[src/rtl/mips_control_fsm.sv]
// Multicycle MIPS main controller: Moore FSM sequencing fetch/decode/execute/
// memory/writeback and driving datapath selects, write strobes and ALU opcode.
module mips_control_fsm (
  input  logic       clk,
  input  logic       reset,
  input  logic [5:0] op,
  input  logic [5:0] funct,
  input  logic       zero,
  output logic       pcEn,
  output logic       irWrite,
  output logic       memWrite,
  output logic       regWrite,
  output logic       iOrD,
  output logic       regDst,
  output logic       memToReg,
  output logic       aluSrcA,
  output logic [1:0] aluSrcB,
  output logic [1:0] pcSrc,
  output logic [3:0] aluControl,
  output logic [3:0] state
);

  typedef enum logic [3:0] {
    FETCH    = 4'd0,
    DECODE   = 4'd1,
    MEMADR   = 4'd2,
    MEMREAD  = 4'd3,
    MEMWB    = 4'd4,
    MEMWRITE = 4'd5,
    EXECUTE  = 4'd6,
    ALUWB    = 4'd7,
    BRANCH   = 4'd8,
    ADDIEX   = 4'd9,
    ADDIWB   = 4'd10,
    JUMP     = 4'd11
  } state_t;

  localparam logic [5:0] OP_RTYPE = 6'h00;
  localparam logic [5:0] OP_J     = 6'h02;
  localparam logic [5:0] OP_BEQ   = 6'h04;
  localparam logic [5:0] OP_ADDI  = 6'h08;
  localparam logic [5:0] OP_LW    = 6'h23;
  localparam logic [5:0] OP_SW    = 6'h2B;

  localparam logic [3:0] ALU_ADD = 4'd0;
  localparam logic [3:0] ALU_SUB = 4'd1;

  state_t     state_q, state_d;
  logic       pc_write, branch;
  logic       ir_write_raw, mem_write_raw, reg_write_raw;
  logic [3:0] funct_alu;
  logic       funct_ok;

  always_ff @(posedge clk or posedge reset) begin
    if (reset) state_q <= FETCH;
    else       state_q <= state_d;
  end

  // R-type funct to ALU opcode; unsupported functs fall back to ADD.
  always_comb begin
    funct_ok  = 1'b1;
    funct_alu = ALU_ADD;
    case (funct)
      6'h20:   funct_alu = 4'd0;
      6'h22:   funct_alu = 4'd1;
      6'h24:   funct_alu = 4'd2;
      6'h25:   funct_alu = 4'd3;
      6'h27:   funct_alu = 4'd4;
      6'h2A:   funct_alu = 4'd5;
      6'h00:   funct_alu = 4'd6;
      6'h02:   funct_alu = 4'd7;
      default: funct_ok  = 1'b0;
    endcase
  end

  always_comb begin
    state_d       = FETCH;
    pc_write      = 1'b0;
    branch        = 1'b0;
    ir_write_raw  = 1'b0;
    mem_write_raw = 1'b0;
    reg_write_raw = 1'b0;
    iOrD          = 1'b0;
    regDst        = 1'b0;
    memToReg      = 1'b0;
    aluSrcA       = 1'b0;
    aluSrcB       = 2'b00;
    pcSrc         = 2'b00;
    aluControl    = ALU_ADD;
    case (state_q)
      FETCH: begin
        aluSrcB      = 2'b01;
        ir_write_raw = 1'b1;
        pc_write     = 1'b1;
        state_d      = DECODE;
      end
      DECODE: begin
        aluSrcB = 2'b11;
        case (op)
          OP_LW, OP_SW: state_d = MEMADR;
          OP_RTYPE:     state_d = EXECUTE;
          OP_BEQ:       state_d = BRANCH;
          OP_ADDI:      state_d = ADDIEX;
          OP_J:         state_d = JUMP;
          default:      state_d = FETCH;
        endcase
      end
      MEMADR: begin
        aluSrcA = 1'b1;
        aluSrcB = 2'b10;
        state_d = (op == OP_SW) ? MEMWRITE : MEMREAD;
      end
      MEMREAD: begin
        iOrD    = 1'b1;
        state_d = MEMWB;
      end
      MEMWB: begin
        memToReg      = 1'b1;
        reg_write_raw = 1'b1;
      end
      MEMWRITE: begin
        iOrD          = 1'b1;
        mem_write_raw = 1'b1;
      end
      EXECUTE: begin
        aluSrcA    = 1'b1;
        aluControl = funct_alu;
        state_d    = funct_ok ? ALUWB : FETCH;
      end
      ALUWB: begin
        regDst        = 1'b1;
        reg_write_raw = 1'b1;
      end
      BRANCH: begin
        aluSrcA    = 1'b1;
        aluControl = ALU_SUB;
        pcSrc      = 2'b01;
        branch     = 1'b1;
      end
      ADDIEX: begin
        aluSrcA = 1'b1;
        aluSrcB = 2'b10;
        state_d = ADDIWB;
      end
      ADDIWB: reg_write_raw = 1'b1;
      JUMP: begin
        pcSrc    = 2'b10;
        pc_write = 1'b1;
      end
      default: state_d = FETCH;
    endcase
  end

  // Strobes are gated by reset so nothing is written while it is held.
  assign pcEn     = (pc_write | (branch & zero)) & ~reset;
  assign irWrite  = ir_write_raw & ~reset;
  assign memWrite = mem_write_raw & ~reset;
  assign regWrite = reg_write_raw & ~reset;
  assign state    = state_q;

endmodule

[config.mk]
export PLATFORM = sky130hd
export DESIGN_NAME = mips_control_fsm
export DESIGN_NICKNAME = d
export VERILOG_FILES = /design/src/rtl/mips_control_fsm.sv
export SDC_FILE = /design/constraint.sdc
export NUM_CORES = 1
export LEC_CHECK = 0
export CAP_MARGIN = 15
export CORE_MARGIN = 2
export CORE_UTILIZATION = 32
export DETAILED_ROUTE_END_ITERATION = 10
export PLACE_DENSITY_LB_ADDON = 0.3
export SLEW_MARGIN = 10
export SYNTH_ARGS = -nofsm -noshare
export SYNTH_HDL_FRONTEND = slang
export SYNTH_SLANG_ARGS = --single-unit
[constraint.sdc]
create_clock -name clk -period 1.25 [get_ports clk]
set_input_delay 0.1875 -clock clk [delete_from_list [all_inputs] [get_ports clk]]
set_output_delay 0.1875 -clock clk [all_outputs]
set_load 0.005 [all_outputs]
After elaboration in Yosys (flattened, before gate mapping)
Cells that the tools add are included.
{ "word_totals": {"ff_bits": 4, "output_inout_bits": 20} }
{ "classes": {"n_bitwise": 7, "muxes": 18, "n_eq_ne": 23, "n_reduce_logical": 10} }
{ "ops": {"columns": ["op", "n"], "rows": [
  ["6-bit == test, second input constant", 8],
  ["4-bit one-hot mux with 6 select lines", 1],
  ["3-bit one-hot mux with 7 select lines", 1],
  ["4-bit one-hot mux with 5 select lines", 1],
  ["4-bit by 3-bit == test with 1-bit output, second input constant", 4],
  ["4-bit == test, second input constant", 4],
  ["6-bit by 2-bit == test with 1-bit output, second input constant", 2],
  ["6-bit zero test", 2],
  ["1-bit two-way mux", 10],
  ["4-bit by 2-bit == test with 1-bit output, second input constant", 2],
  ["2-bit OR reduction", 4],
  ["8-bit OR reduction", 1],
  ["6-bit by 3-bit == test with 1-bit output, second input constant", 1],
  ["6-bit by 4-bit == test with 1-bit output, second input constant", 1],
  ["3-bit two-way mux", 2],
  ["2-bit one-hot mux with 3 select lines", 1],
  ["3-bit one-hot mux with 2 select lines", 1],
  ["1-bit bitwise AND", 5],
  ["4-bit by 1-bit == test with 1-bit output, second input constant", 1],
  ["4-bit zero test", 1],
  ["2-bit one-hot mux with 2 select lines", 1],
  ["4-bit OR reduction", 1],
  ["3-bit OR reduction", 1],
  ["1-bit NOT", 1],
  ["1-bit bitwise OR", 1]
]} }

Depth between registers and ports, before layout
Gate-level depths: netlist of run 1.
{ "logic_depth": {"depth_word": 5, "mapped_depth": 5} }

Worst setup path after synthesis of run 1
No wires, ideal clock.
{ "synth_path": {"path_type": "reg-to-output", "start": "register state_q[0], in the netlist state[0]", "end": "output port aluControl[1]", "path_slack_ns": -0.168, "t_arrival_ns": 1.231, "path_stages_with_launch": 5, "path_cell_list": "dfrtp_1 buf_6 nand2b_4 or3_4 nor3_1"} }
{ "synth_between": {"elab_chain_len": 2, "word_cells_on_any_way": 3} }
{ "synth_rtl": {"columns": ["element", "line", "rtl"], "rows": [
  ["start, declared", "48", "state_t state_q, state_d;"],
  ["start signal, assigned", "56", "else state_q <= state_d;"],
  ["4-bit == test or 4-bit by 3-bit == test with 1-bit output (tied branches)", "90", "case (state_q)"],
  ["3-bit one-hot mux with 2 select lines *", "90", null],
  ["end, declared", "19", "output logic [3:0] aluControl,"]
]} }
Mark *: on every way between the ends. The rest lies on a longest branch, timed or not.

Worst setup path after layout of run 1
{ "layout_path": {"start": "register state_q[1], in the netlist state[1]", "end": "output port aluControl[1]"} }
Same word-level chain as after synthesis.

==> results of run 1 <==
==> power groups by stage <==
| stage | clock network (mW) | logic (mW) | registers [mW] |
|---|---|---|---|
| after floorplan | 0 | 0.400 | 0.210 |
| after global placement | 0 | 0.984 | 0.221 |
| after detailed placement | 0 | 1.00 | 0.221 |
| after CTS | 0.166 | 1.33 | 0.212 |
| after global routing | 0.175 | 1.76 | 0.215 |
| final | 0.163 | 1.69 | 0.211 |
==> stage by stage <==
step                      util [%]  hold slack (ns)  total power [mW]  setup WS (ns)  cell area [um2]
after global placement       66.08           0.5912             1.205        -0.6466             1129
after floorplan                  -         -0.04642            0.6097        -0.1330            576.8
after CTS                    80.66           0.4019             1.712        -0.4938             1378
after global routing         88.72           0.4234             2.152        -0.6069             1515
final                        88.72           0.4036             2.064        -0.5422             1515
after detailed placement     66.08           0.6055             1.221        -0.6873             1129
==> worst paths after layout <==
kind / endpoint / cells after the start / slack [ns] / from
setup / recovery: aluControl[1] / 6 / -0.54 / state[1]
hold / removal: state[3] / 3 / 0.40 / reset
setup reg to reg: state[1] / 8 / -0.44 / state[1]
hold reg to reg: state[3] / 3 / 0.75 / state[2]
max in group asynchronous: state[1] / 3 / 0.69 / reset
min in group clk: state[3] / 4 / 0.72 / op[4]
==> routing by layer <==
| metal | global-route usage (%) | share of wire (%) | vias to the layer above |
|---|---|---|---|
| met1 | 31.46 | 38 | 455 |
| met5 | 0 | 0 | - |
| met3 | 2.353 | 3.4 | 12 |
| met4 | 9.714 | 4.1 | 0 |
| met2 | 53.89 | 54 | 37 |
| li1 | - | - | 440 |
==> tightest hold or removal path: stages <==
cell,delay (ns)
clkdlybuf4s50_1,0.47
buf_4,0.19
inv_1,0.13
==> synth_stat cells, types with 2 or more instances <==
master / count / share of area (%)
inv_1: 3 / 2.0
nand2b_1: 3 / 3.3
xnor2_1: 2 / 3.1
nand2_1: 3 / 2.0
dfrtp_1: 4 / 18
nor3b_1: 2 / 2.6
a21oi_1: 6 / 5.3
nor4_1: 2 / 2.2
o21bai_1: 2 / 2.6
nor2_1: 10 / 6.6
nor3_1: 7 / 6.1
==> timing repair <==
action	4_1_cts	5_1_grt
gates resized for setup	111	26
pin swaps	13	19
endpoints found under the setup margin	23	22
setup buffers	16	14
==> layout make-up <==
cell class | instances | share of cell area [%]
Clock buffer | 3 | 1.486
Inverter | 4 | 1.321
Multi-Input combinational cell | 62 | 39.39
Sequential cell | 4 | 6.689
Tap cell | 25 | 2.064
Timing Repair Buffer | 84 | 49.05
==> kinds of logic after synthesis <==
| kind of cell | count (synthesis) | share of synthesized area, % |
|---|---|---|
| AOI/OAI and AO/OA | 21 | 30.64 |
| and+or+nand+nor | 37 | 38.95 |
| DFF | 4 | 17.51 |
| muxes | 1 | 1.751 |
| other | 1 | 0.6558 |
| xor gates and xnor gates | 2 | 3.064 |
| buffers and inverters | 8 | 7.438 |
==> results.tsv, run 1 <==
stage	metric	value	unit
timing	period_share	143.4	%
worst_setup_path	crit_family	simple AND/OR/NAND/NOR gates	
floorplanning	start_util	33.48	%
synth	yosys_warnings	0	
timing	fin_tns_setup	-6.912	ns
worst_setup_path	crit_fanout	3	
cells_and_area	multi_input_area	596.8	um2
global_route	track_usage	28.06	%
route	drtIter0Drc	8	
clock_network	root_buffer	clkbuf_4	
worst_setup_path	worst_path_most_repeated_cell	buf_6	
cells_and_area	layout_common_cells	buf_4, buf_6, clkdlybuf4s50_1, buf_2, nor2_1	
synth	netlist_area	571.8	um2
timing	slew_viol_final	0	
power	leakage	0.6935	nW
cells_and_area	layout.cells.most_common	buf_4	
clock_network	ctsLongestPathBuffers	2	
clock_network	numCtsBuffers	3	
power	p_comb_share	81.9	%
cells_and_area	seq_area	101.3	um2
clock_network	clk_pin_slew	0.04	ns
clock_network	htree_levels	1	
worst_setup_path	cp.buffers_inverters	3	
placement	hpwlAfterDp	1.654	mm
cells_and_area	largest_register_ff_count	4	
timing	post-route-min-period	1.792	ns
route	drc	0	
power	power.clock.fraction	7.9	%
worst_setup_path	cp.required	1.06	ns
route	firstDrtPassIters	4	
power	switching_share	40.38	%
global_route	grt_pass1_vias	908	
cells_and_area	nNetsFinal	174	
run_status	status	finished, violations left	
worst_setup_path	startpoint_type	flop	
global_route	antenna_found_initial	0	
global_route	grt_start_max_net_pins	8	
synth	synth_cells	74	
worst_setup_path	crit_chain	buf_6, nand2b_4, or3_4, buf_6, nor3_2, buf_2	
timing	fmax	0.5580	GHz
timing	hold_viol	0	
floorplanning	die_h	46.27	um
worst_setup_path	crit_type	flop to output port	
floorplanning	io_pins	35	
run_status	failed_checks	setup timing	
synth	ys_ff_latch	4	
worst_setup_path	endpoint_kind	output port	
cells_and_area	layout-drive-gt1-share	66.88	%
floorplanning	core_area	0.001708	mm2
placement	place.port_buffers	33	
global_route	grt_pass1_wl	4.215	mm
cells_and_area	n_antenna_cell	0	
placement	gp_congestion	0.8149	
power	power.density	1362	mW/mm2
route	routed_wl	3.251	mm
worst_setup_path	cp.arrival	1.60	ns
power	p_int	1.230	mW
cells_and_area	stdcell_count	182	
min_path	hold_class	input pin to asynchronous set/reset pin	
power	power_frac_seq	10.2	%
synth	synthDistinctLibCells	41	
synth	postSynthAreaPerCell	7.727	um2
clock_network	cts_tree	built	
placement	place_inst	157	
synth	syn_nets	89	
synth	yosysSeqAreaShare	17.51	%
synth	ys.flop_type	dfrtp_1	
route	ant_nets	0	
clock_network	clock_latency	0.24	ns
synth	synth_async_sr_flop_share	100.0	%
flow_run	max_cap_viol_count	0	
timing	setup_viol	20	
floorplanning	core.rowCount	15	
timing	rsz0062_at_grt	true	
route	vias	944	
floorplanning	die_x	46.27	um
clock_network	cts.sinks	4	
floorplanning	die_area	0.002141	mm2
timing	skew	0.0001437	ns
global_route	grt_overflow	0	
power	peakVddDrop	0.9539	mV
route	vias_per_cell	5.187	
power	switching_power	833.3	uW
worst_setup_path	critical_path.max_stage_delay	0.39	ns
clock_network	cts_hold_buf	0	
cells_and_area	syn_to_final_growth	165.0	%
route	wl_per_cell	17.86	um
worst_setup_path	worst_path_max_delay_cell	dfrtp_2	
cells_and_area	fillers	78	
timing	worst_slack	-0.5422	ns
synth	synth_edf_count	0	
Note: power is estimated with default switching activity, not from simulation.
==> run 2, diff against run 1 <==
- RECOVER_POWER: unset -> 100
==> run 2 against run 1 <==
  * First-iteration DRC count stayed put
  * Clock power hardly changed
  * Total power is 0.33% lower
  * Sequential power hardly changed
  * Via count stayed put
  * The flow still finishes with violations (setup timing)
  * Clock skew hardly changed
  * Largest cell class unchanged
  * Non-clock buffer count stayed put
  * Combinational power hardly changed
==> results.tsv, run 2 (synthesized netlist as in run 1, its figures left out) <==
stage	metric	value	unit	change
worst_setup_path	r2r_start	state[1]		
power	power.clock.fraction	7.9	%	about the same
cells_and_area	syn_to_final_growth	163.2	%	
cells_and_area	stdcell_count	182		unchanged
cells_and_area	layout.cells.most_common	buf_4		
clock_network	cts.sinks	4		unchanged
power	switching_share	40.49	%	+0.11 points
global_route	antenna_found_initial	0		unchanged
timing	slew_viol_final	0		unchanged
clock_network	numCtsBuffers	3		unchanged
route	drc	0		unchanged
run_status	failed_checks	setup timing		
worst_setup_path	critical_path.max_stage_delay	0.39	ns	about the same
power	p_int	1.224	mW	-0.52%
global_route	track_usage	28.06	%	unchanged
global_route	grt_overflow	0		unchanged
clock_network	cts_hold_buf	0		unchanged
cells_and_area	largest_register_ff_count	4		unchanged
clock_network	clock_latency	0.24	ns	about the same
clock_network	cts_tree	built		
power	power_frac_seq	10.2	%	about the same
worst_setup_path	worst_path_max_delay_cell	dfrtp_2		
timing	period_share	143.4	%	about the same
timing	post-route-min-period	1.793	ns	+0.0004500 ns
route	routed_wl	3.254	mm	about the same
worst_setup_path	reg2reg_slack	-0.44	ns	about the same
global_route	grt_pass1_wl	4.215	mm	unchanged
route	drtIter0Drc	8		unchanged
clock_network	ctsLongestPathBuffers	2		unchanged
power	leakage	0.6894	nW	-0.58%
power	p_total	2.057	mW	-0.33%
flow_run	max_cap_viol_count	0		unchanged
floorplanning	die_h	46.27	um	unchanged
global_route	grt_pass1_vias	908		unchanged
route	wl_per_cell	17.88	um	about the same
floorplanning	die_x	46.27	um	unchanged
cells_and_area	nNetsFinal	174		unchanged
worst_setup_path	cp.arrival	1.61	ns	about the same
route	vias_per_cell	5.187		unchanged
power	peakVddDrop	0.9527	mV	-0.12%
worst_setup_path	crit_fanout	3		unchanged
cells_and_area	post-route-util	88.13	%	-0.59 points
timing	fin_tns_setup	-6.949	ns	-0.03774 ns
clock_network	htree_levels	1		unchanged
route	firstDrtPassIters	4		unchanged
floorplanning	start_util	33.48	%	unchanged
timing	skew	0.00008443	ns	-0.00005931 ns
timing	setup_viol	20		unchanged
worst_setup_path	startpoint_type	flop		
placement	hpwlAfterDp	1.654	mm	unchanged
placement	gp_congestion	0.8149		unchanged
clock_network	root_buffer	clkbuf_4		
route	vias	944		unchanged
timing	hold_viol	0		unchanged
worst_setup_path	cp.required	1.06	ns	about the same
cells_and_area	layout_common_cells	buf_4, buf_6, clkdlybuf4s50_1, buf_2, nor2_1		
floorplanning	io_pins	35		unchanged
global_route	grt_start_max_net_pins	8		unchanged
worst_setup_path	endpoint_kind	output port		
timing	worst_slack	-0.5427	ns	-0.0004500 ns
clock_network	clk_pin_slew	0.04	ns	about the same
worst_setup_path	crit_chain	buf_6, nand2b_4, or3_4, buf_6, nor3_2, buf_2		
timing	fmax	0.5578	GHz	about the same
floorplanning	core.rowCount	15		unchanged
cells_and_area	layout-drive-gt1-share	66.24	%	-0.64 points
placement	place_inst	157		unchanged
floorplanning	die_area	0.002141	mm2	unchanged
power	power.density	1366	mW/mm2	+0.33%
placement	place.port_buffers	33		unchanged
timing	rsz0062_at_grt	true		
worst_setup_path	worstRegToRegCells	8		unchanged
worst_setup_path	worst_path_most_repeated_cell	buf_6		
power	switching_power	832.9	uW	about the same
run_status	status	finished, violations left		
cells_and_area	n_antenna_cell	0		unchanged
power	p_comb_share	81.8	%	about the same
worst_setup_path	crit_type	flop to output port		
route	ant_nets	0		unchanged
worst_setup_path	r2r_end	state[1]		
floorplanning	core_area	0.001708	mm2	unchanged
min_path	hold_class	input pin to asynchronous set/reset pin		
[run 2: cell count changes in the layout (fill, tap and decap cells not counted)]
cell             change
dlygate4sd3_1        +1
clkbuf_1             +1
buf_6                -1
buf_4                -1
clkdlybuf4s50_1      -1
buf_2                +1
[run 2: cell type report]
type	instances	area, um2
clock buffers	3	22.52
fillers	82	202.7
inverters	4	20.02
multi-input cells	62	596.8
flip-flops and latches	4	101.3
well taps	25	31.28
repair buffers	84	733.2
[run 2: how the worst max path moves through the flow]
stage / start / end / depth (start not counted)
6_report: state[1] / aluControl[1] / 6
5_1_grt: state[2] / aluControl[1] / 6
4_1_cts: state[2] / aluControl[1] / 6
3_5_place_dp: funct[2] / aluControl[0] / 6
3_3_place_gp: funct[3] / aluControl[2] / 6
2_1_floorplan: state[0] / aluControl[1] / 4
[run 2: critical path, delay by kind of cell (launching register included)]
kind	cells	cell delay [ns]
and+or+nand+nor	3	0.58
DFF	1	0.39
buffers and inverters	3	0.38
[run 2: what timing repair did]
action | in CTS | in global routing
resized for setup | 111 | 26
pin swaps | 13 | 19
buffers inserted | 16 | 14
setup endpoints to repair | 23 | 22
[run 2: power by group through the flow]
stage	registers, mW	logic [mW]	clock network [mW]
after floorplan	0.210	0.400	0
after global placement	0.221	0.984	0
after detailed placement	0.221	1.00	0
after CTS	0.212	1.33	0.166
after global routing	0.214	1.76	0.175
final	0.211	1.68	0.163
[run 2: per-layer routing]
| metal | vias up | GRT usage, % | wire length (um) |
|---|---|---|---|
| met1 | 455 | 31.46 | 1250 |
| met3 | 12 | 2.353 | 108 |
| met4 | 0 | 9.714 | 133 |
| li1 | 440 | - | - |
| met5 | - | 0 | 0 |
| met2 | 37 | 53.89 | 1762 |
[run 2: through the flow]
stage          hold slack, ns  cell area [um2]  setup slack (ns)
2_1_floorplan        -0.04642            576.8           -0.1330
3_3_place_gp           0.5912             1129           -0.6466
3_5_place_dp           0.6055             1129           -0.6873
4_1_cts                0.4019             1378           -0.4938
5_1_grt                0.5918             1505           -0.6069
6_report               0.5744             1505           -0.5427
==> run 3, diff against run 2 <==
- REMOVE_ABC_BUFFERS: unset -> 1
==> run 3 against run 2 <==
  * The flow still finishes with violations (setup timing)
  * Critical path depth grew 2
  * Highest routed layer unchanged
  * Final cell count shrank 3.8%
  * Worst setup slack lost 0.0017 ns
  * Core utilization shrank 2.3 points
  * Global-route usage shrank 4.4 points
  * Routed wire length shrank 2.4%
  * Clock skew grew 0.014 ns
  * First-iteration DRC count grew to 3.5 times the previous value
  * Combinational power shrank 3%
  * Critical endpoint is now state[1]
==> results.tsv, run 3 (synthesized netlist as in run 1, its figures left out) <==
stage	metric	value	unit	change
route	vias_per_cell	5.486		+5.8%
timing	skew	0.01423	ns	+0.01415 ns
worst_setup_path	crit_chain	buf_4, buf_6, or2_4, buf_4, buf_6, buf_4, a311o_1, o311ai_2		
worst_setup_path	crit_type	flop to flop		
route	drc	0		unchanged
cells_and_area	largest_register_ff_count	4		unchanged
timing	setup_viol	20		unchanged
flow_run	max_cap_viol_count	0		unchanged
clock_network	clk_pin_slew	0.05	ns	about the same
worst_setup_path	worst_path_max_delay_cell	dfrtp_2		
worst_setup_path	endpoint_kind	flop		
cells_and_area	nNetsFinal	167		-4.0%
worst_setup_path	crit_fanout	3		unchanged
floorplanning	die_x	46.27	um	unchanged
clock_network	root_buffer	clkbuf_4		
clock_network	numCtsBuffers	3		unchanged
power	power.density	1367	mW/mm2	about the same
cells_and_area	final_area	0.001466	mm2	-2.6%
power	power.clock.fraction	8.4	%	+0.5 points
placement	hpwlAfterDp	1.480	mm	-11%
worst_setup_path	startpoint_type	flop		
route	firstDrtPassIters	6		+2
placement	place.port_buffers	33		unchanged
power	power_frac_seq	10.4	%	+0.2 points
worst_setup_path	cp.required	1.38	ns	+0.32 ns
cells_and_area	syn_to_final_growth	156.5	%	
cells_and_area	stdcell_count	175		-3.8%
global_route	grt_start_max_net_pins	9		+1
timing	slew_viol_final	0		unchanged
placement	place_area	0.001101	mm2	-2.4%
route	routed_wl	3.177	mm	-2.4%
route	vias	960		+1.7%
timing	hold_viol	0		unchanged
power	peakVddDrop	1.043	mV	+9.5%
timing	worst_slack	-0.5444	ns	-0.001740 ns
timing	post-route-min-period	1.794	ns	+0.001740 ns
route	wl_per_cell	18.15	um	+1.5%
min_path	hold_class	input pin to asynchronous set/reset pin		
cells_and_area	layout-drive-gt1-share	66.00	%	-0.24 points
placement	place_inst	154		-1.9%
global_route	grt_pass1_wl	3.657	mm	-13%
global_route	grt_overflow	0		unchanged
floorplanning	die_h	46.27	um	unchanged
clock_network	ctsLongestPathBuffers	2		unchanged
floorplanning	start_util	33.48	%	unchanged
cells_and_area	layout.cells.most_common	buf_6		
timing	timing.hold.ws	0.5101	ns	-0.06431 ns
cells_and_area	multi_input_area	589.3	um2	-1.3%
cells_and_area	layout_common_cells	buf_6, buf_4, buf_2, clkdlybuf4s50_1, nor2_1		
clock_network	htree_levels	1		unchanged
global_route	track_usage	23.70	%	-4.4 points
power	p_int	1.192	mW	-2.6%
global_route	antenna_found_initial	0		unchanged
floorplanning	core_area	0.001708	mm2	unchanged
floorplanning	io_pins	35		unchanged
cells_and_area	seq_area	101.3	um2	unchanged
global_route	grt_pass1_vias	879		-3.2%
clock_network	cts_hold_buf	0		unchanged
worst_setup_path	worst_path_most_repeated_cell	buf_4		
cells_and_area	fillers	82		unchanged
timing	rsz0062_at_grt	true		
clock_network	cts.sinks	4		unchanged
clock_network	clock_latency	0.24	ns	about the same
timing	period_share	143.6	%	about the same
placement	gp_congestion	0.8655		+6.2%
power	leakage	0.6713	nW	-2.6%
worst_setup_path	critical_path.max_stage_delay	0.41	ns	+0.02 ns
floorplanning	core.rowCount	15		unchanged
clock_network	cts_tree	built		
timing	fmax	0.5573	GHz	about the same
floorplanning	die_area	0.002141	mm2	unchanged
route	ant_nets	0		unchanged
run_status	status	finished, violations left		
power	p_comb_share	81.2	%	-0.6 points
run_status	failed_checks	setup timing		
worst_setup_path	cp.arrival	1.93	ns	+0.32 ns
route	drtIter0Drc	28		+20
power	switching_share	40.55	%	+0.052 points
cells_and_area	post-route-util	85.86	%	-2.3 points
power	switching_power	813.0	uW	-2.4%
cells_and_area	n_antenna_cell	0		unchanged
==> run 3: changes by cell type in the layout (fill, tap and decap cells not counted), sizes merged <==
cell	change
buf	-4
clkdlybuf4s50	-4
dlymetal6s2s	+2
clkbuf	-1
clkinv	+1
inv	-1
==> run 3: what timing repair did <==
item                       in CTS  in global routing
setup endpoints to repair      22                 23
buffers inserted               16                  7
gates resized for setup       116                 32
cloned                          0                  0
pin swaps                       9                 11
==> run 3: path summary, 6_finish.rpt <==
path,start,to,slack [ns],cells past startpoint
setup / recovery,state[2],state[1],-0.54,8
hold / removal,reset,state[0],0.51,3
setup reg to reg,state[2],state[1],-0.54,8
hold reg to reg,state[2],state[3],0.74,3
max in group asynchronous,reset,state[2],0.55,3
min in group clk,op[3],state[2],0.60,4
==> run 3: routing by layer <==
layer,vias up,share of wire [%],GRT usage (%)
met2,57,56,45.83
li1,426,-,-
met5,-,0,0
met1,456,34,25.70
met3,21,5.6,2.353
met4,0,3.9,9.143
==> run 3: layout make-up <==
cell class                 count  share of cell area [%]
clock buffer                   3                   1.536
inverter                       4                   1.877
multi-input combinational     62                   40.19
sequential                     4                   6.911
tap                           25                   2.133
timing repair buffer          77                   47.35
==> run 3: stage by stage <==
step	power, mW	setup TNS, ns	setup slack (ns)
floorplan	0.5569	-0.7632	-0.1646
global placement	1.205	-8.035	-0.7007
detailed placement	1.216	-8.387	-0.7643
CTS	1.671	-5.962	-0.4753
global route	2.093	-7.729	-0.5988
finish	2.005	-6.859	-0.5444
==> run 3: power groups by stage <==
stage	Combinational [mW]	Clock [mW]	Sequential [mW]
finish	1.63	0.168	0.208
CTS	1.31	0.156	0.201
detailed placement	1.01	0	0.207
global placement	0.997	0	0.208
floorplan	0.303	0	0.254
global route	1.70	0.182	0.212
==> run 3: critical path, delay by kind of cell, from the launching register on <==
kind / cells / cell delay (ns)
flops: 1 / 0.41
simple gates: 1 / 0.24
buf+inv: 5 / 0.64
compound gates: 2 / 0.39
